<file path="config.mk">
export PLATFORM = sky130hd
export DESIGN_NAME = uart_rx_ctl
export DESIGN_NICKNAME = d
export VERILOG_FILES = /design/src/rtl/uart_rx_ctl.sv
export SDC_FILE = /design/constraint.sdc
export NUM_CORES = 1
export LEC_CHECK = 0
export ABC_AREA = 1
export ABC_CLOCK_PERIOD_IN_PS = 2080
export CORE_ASPECT_RATIO = 1.5
export CORE_MARGIN = 2
export CORE_UTILIZATION = 51
export CTS_BUF_LIST = sky130_fd_sc_hd__clkbuf_8
export DETAILED_ROUTE_END_ITERATION = 10
export MAX_ROUTING_LAYER = met4
export PLACE_DENSITY_LB_ADDON = 0.05
export SLEW_MARGIN = 20
export SYNTH_ARGS = -nofsm -noshare
export SYNTH_HDL_FRONTEND = slang
export SYNTH_SLANG_ARGS = --single-unit
</file>
<file path="constraint.sdc">
create_clock -name clock -period 2.08 [get_ports clock]
set_clock_uncertainty 0.15 [all_clocks]
set_input_delay 0.52 -clock clock [delete_from_list [all_inputs] [get_ports clock]]
set_output_delay 0.52 -clock clock [all_outputs]
set_load 0.01 [all_outputs]
</file>
<file path="src/rtl/uart_rx_ctl.sv">
// uart_rx_ctl: receive-side controller between a byte-level UART receiver and the core.
// Unloads bytes with a WAIT/UNLOAD/CAPTURE handshake, then assembles 4-byte big-endian
// frames terminated by DELIM into 32-bit words. Flags bad delimiters and inter-byte
// timeouts, and resynchronises by hunting for DELIM.
//
// Ports:
//   clock        system clock
//   reset        synchronous, active-high reset
//   enable       receive enable request from the core
//   rx_data      receiver byte, valid in the cycle after an uld_rx_data pulse
//   rx_empty     receiver holding register empty (0 = byte waiting)
//   uld_rx_data  one-cycle unload strobe to the receiver
//   rx_enable    receiver enable (registered copy of enable)
//   word_data    last complete word
//   word_valid   one-cycle pulse, word_data updated in the same cycle
//   frame_error  one-cycle pulse on a bad delimiter or a timeout
//   err_count    saturating count of frame_error pulses
//   synced       frame alignment established
module uart_rx_ctl #(
  parameter logic [7:0]  DELIM   = 8'h2C,
  parameter int unsigned TIMEOUT = 1000
) (
  input  logic        clock,
  input  logic        reset,
  input  logic        enable,
  input  logic [7:0]  rx_data,
  input  logic        rx_empty,
  output logic        uld_rx_data,
  output logic        rx_enable,
  output logic [31:0] word_data,
  output logic        word_valid,
  output logic        frame_error,
  output logic [7:0]  err_count,
  output logic        synced
);

  typedef enum logic [1:0] {StWait, StUnload, StCapture} state_e;

  // Timeout fires when the idle counter would step onto TIMEOUT-1.
  localparam logic [15:0] TmoLast = 16'(TIMEOUT - 32'd1);

  state_e      state_q;
  logic [2:0]  byte_cnt_q;
  logic [31:0] shift_q;
  logic [15:0] tmo_cnt_q;

  logic       capture;
  logic       tmo_run;
  logic       tmo_hit;
  logic [7:0] err_count_inc;

  always_comb begin
    capture       = (state_q == StCapture);
    // Counter only runs inside a partial frame.
    tmo_run       = synced && (byte_cnt_q != 3'd0);
    // A capture in the same cycle takes priority over the timeout.
    tmo_hit       = tmo_run && !capture && ((tmo_cnt_q + 16'd1) == TmoLast);
    err_count_inc = (err_count == 8'hFF) ? err_count : err_count + 8'd1;
  end

  always_ff @(posedge clock) begin
    if (reset) begin
      state_q     <= StWait;
      byte_cnt_q  <= 3'd0;
      shift_q     <= 32'd0;
      tmo_cnt_q   <= 16'd0;
      uld_rx_data <= 1'b0;
      rx_enable   <= 1'b0;
      word_data   <= 32'd0;
      word_valid  <= 1'b0;
      frame_error <= 1'b0;
      err_count   <= 8'd0;
      synced      <= 1'b0;
    end else begin
      rx_enable   <= enable;
      uld_rx_data <= 1'b0;
      word_valid  <= 1'b0;
      frame_error <= 1'b0;

      // Handshake: the strobe is registered so it is high exactly in the UNLOAD cycle.
      case (state_q)
        StWait: begin
          if (rx_enable && !rx_empty) begin
            state_q     <= StUnload;
            uld_rx_data <= 1'b1;
          end
        end
        StUnload:  state_q <= StCapture;
        StCapture: state_q <= StWait;
        default:   state_q <= StWait;
      endcase

      // Parser and timeout.
      if (capture) begin
        tmo_cnt_q <= 16'd0;
        if (!synced) begin
          if (rx_data == DELIM) begin
            synced     <= 1'b1;
            byte_cnt_q <= 3'd0;
          end
        end else if (byte_cnt_q != 3'd4) begin
          // Positional framing: a DELIM value here is ordinary data.
          shift_q    <= {shift_q[23:0], rx_data};
          byte_cnt_q <= byte_cnt_q + 3'd1;
        end else if (rx_data == DELIM) begin
          word_data  <= shift_q;
          word_valid <= 1'b1;
          byte_cnt_q <= 3'd0;
        end else begin
          // Bad delimiter: drop alignment, the byte is not reused as a delimiter.
          frame_error <= 1'b1;
          err_count   <= err_count_inc;
          synced      <= 1'b0;
          byte_cnt_q  <= 3'd0;
        end
      end else if (tmo_hit) begin
        frame_error <= 1'b1;
        err_count   <= err_count_inc;
        synced      <= 1'b0;
        byte_cnt_q  <= 3'd0;
        shift_q     <= 32'd0;
        tmo_cnt_q   <= 16'd0;
      end else if (tmo_run) begin
        tmo_cnt_q <= tmo_cnt_q + 16'd1;
      end else begin
        tmo_cnt_q <= 16'd0;
      end
    end
  end

endmodule

</file>
==> results.md <==
* Status: finished, violations left
* Failing checks: negative setup slack
* Most frequent cells in the layout: 125 x nand2_1, 93 x nor2_1, 92 x dfxtp_1
* Leading cell type in the layout, fill and taps excluded: nand2_1
* Largest family of logic cells by synthesized area: simple AND/OR/NAND/NOR gates
* Post-synthesis sequential area ratio at 48.8%
* Io pins at 57
* Tmin final at 2.33 ns
* Port Buf Inserts at 56
* Largest net degree at the start of global routing at 45
* Synth Flop Type: dfxtp_1
* Initial DRT Pass Iterations at 4
* Distinct cells, synth at 29
* Worst setup SP type: flip-flop
* GRT overflow at 0
* Layout cells sized above 1 at 19.5%
* DRC at 0
* VDD IR max at 0.000548 V
* CTS Buffer Depth at 2
* CP endpoint kind: flip-flop
* P&R area growth vs syn at 35.7%
* Clk_lat worst skew at 0.37 ns
* Die ar. at 8630 µm²
* Leak at 2.03 nW
* ANT nets after route at 0
* Gr usage total at 22.8%
* N_diodes at 0
* Max Cap Violations at 0
* Critical path arrival at 2.45 ns
* Final instance area at 5460 µm²
* EDFF count, synth at 0
* Number of synthesis warnings at 0
* Total wire length at 9780 µm
* R2R depth at 14
* Worst hold stages at 1
* Synthesized area per cell at 7.37 µm²
* Post-synth net total at 563
* FFs w/ async S/R, synth at 0%
* Synth Area in Compound Gates at 11.4%
* CP Max Fanout at 6
* CTS Sinks at 98
* Mapped Area at 4020 µm²
* Synth Instances at 546
* Critical setup path kind: reg2reg
* Slew at the pin closest to its max-slew limit at 0.684 ns
* Clock-pin slew on the worst setup and hold paths at 0.10 ns
* Post-synthesis simple-gate area fraction at 29.9%
* Slew headroom at 54.4%
* Die width at 76.5 µm
* Required @ worst endpoint at 2.20 ns
* Post-synthesis adder-cell area fraction at 1.56%
* Setup slack after layout at -0.252 ns
* Final count of hold timing violations at 0
* Worst hold margin at 0.304 ns
* Xor/xnor share of the synthesized area at 1.28%
* Vias in the first global route at 3427
* Min-delay worst type: reg2reg
* Vias at 3730
* Vias per cell at 4.99
* Routed WL per cell at 13.1 µm
* First-pass GRT wire length at 15300 µm
* Dpl cell area at 4990 µm²
* Routability cong. at 0.884
* Slew Viols, Final at 0
* Post-Route Utilization at 71.7%
* Flops & latches, synth at 98
* Power density over the cells at 580 nW/µm²
* Starting Density at 52.8%
* Core area at 7610 µm²
* Die H at 113 µm
* Unrepaired setup endpoints after global routing: true
* Rows at 39
* # setup viols final at 60
* Mux cell area share after synthesis at 0%
* CTS Root Cell: clkbuf_8
* CTS tree: done
* CTS H-tree depth at 3
* Total CTS buffers at 9
* Power, Total at 3.17 mW
* Total Nets Final at 657
* Drt first-iter violations at 130
* Initial antenna violation count at 0
* Period utilisation layout at 112%
* Fmax at 429 MHz
* DPL Wire Length at 6620 µm
-- final timing paths --
check | start | endpoint | slack, ns
worst max-delay path | tmo_cnt_q[1] | err_count[6] | -0.25
worst min-delay path | state_q[1] | state_q[0] | 0.30
worst max register to register | tmo_cnt_q[1] | err_count[6] | -0.25
worst min register to register | state_q[1] | state_q[0] | 0.30
-- power breakdown --
part	leakage [nW]	switching [mW]	total, mW	internal, mW
sequential	0.793	0.00381	1.88	1.88
clock	0.0950	0.681	1.16	0.480
combinational	1.14	0.0652	0.122	0.0565
total	2.03	0.750	3.17	2.42
-- cell usage after synthesis (2+ instances only) --
library cell | instances | area, µm²
a21oi_1 | 43 | 215
buf_2 | 4 | 20.0
buf_4 | 4 | 30.0
clkbuf_1 | 14 | 52.6
dfxtp_1 | 98 | 1960
ha_1 | 5 | 62.6
inv_1 | 45 | 169
nand2_1 | 132 | 495
nand2_2 | 6 | 37.5
nand2_4 | 2 | 22.5
nand3_1 | 8 | 40.0
nand3_2 | 3 | 30.0
nand3b_1 | 3 | 22.5
nand4_1 | 8 | 50.1
nor2_1 | 104 | 390
nor2_2 | 2 | 12.5
nor2_4 | 3 | 33.8
nor3_1 | 5 | 25.0
nor4_1 | 5 | 31.3
o21ai_0 | 37 | 185
o21bai_1 | 5 | 37.5
xor2_1 | 3 | 26.3
-- what timing repair did --
action                                  CTS  global route
hold buffers                              0             0
endpoints found under the setup margin   60            84
buffers inserted                          0             4
pin swaps                                 6            18
gates cloned                              0             2
resized for setup                         7            54
-- through the flow --
step	instances	worst slack (ns)	setup TNS, ns
2_1_floorplan	546	0.0298	0
3_3_place_gp	725	-0.250	-13.03
3_5_place_dp	725	-0.318	-17.40
4_1_cts	741	-0.165	-5.82
5_1_grt	747	-0.359	-16.29
6_report	747	-0.252	-8.30
-- area by class of cell --
| class | instances | area (µm²) |
|---|---|---|
| timing repair buffer | 105 | 1020 |
| clock buffer | 10 | 138 |
| multi-input combinational | 381 | 1980 |
| clock inverter | 6 | 46.3 |
| inverter | 45 | 171 |
| fill | 609 | 2150 |
| tap | 102 | 128 |
| sequential | 98 | 1970 |
-- sequential cells by signal, indices dropped and copies added (netlist names) --
| name | cells |
|---|---|
| state_q | 2 |
| shift_q | 32 |
| word_data | 32 |
| synced | 1 |
| uld_rx_data | 1 |
| word_valid | 1 |
| frame_error | 1 |
| err_count | 8 |
| tmo_cnt_q | 16 |
| byte_cnt_q | 3 |
| rx_enable | 1 |
-- worst max-delay path, cell delays in order, from the launching register on --
cell      delay [ns]
dfxtp_2         0.37
ha_4            0.16
nand3_4         0.09
buf_4           0.15
inv_1           0.10
nand3b_1        0.13
nand2_1         0.13
nand3_2         0.11
nor2_4          0.14
nand3_4         0.09
nand2_4         0.11
buf_8           0.13
nand4_1         0.14
o21bai_1        0.19
nor2_1          0.05
-- metal layers --
metal | track usage, % | share of wire [%]
met1 | 23.9 | 39
met2 | 42.2 | 55
met3 | 4.39 | 3.0
met4 | 8.00 | 2.1
met5 | - | 0
-- cells by family (layout without fill, tap and decap cells) --
| family | count (synthesis) | after routing |
|---|---|---|
| AOI/OAI and AO/OA | 88 | 88 |
| xor gates and xnor gates | 5 | 5 |
| adders and majority gates | 5 | 5 |
| buffers and inverters | 68 | 166 |
| DFF | 98 | 98 |
| and+or+nand+nor | 282 | 283 |
No activity file was read; power rests on OpenSTA's default activity.
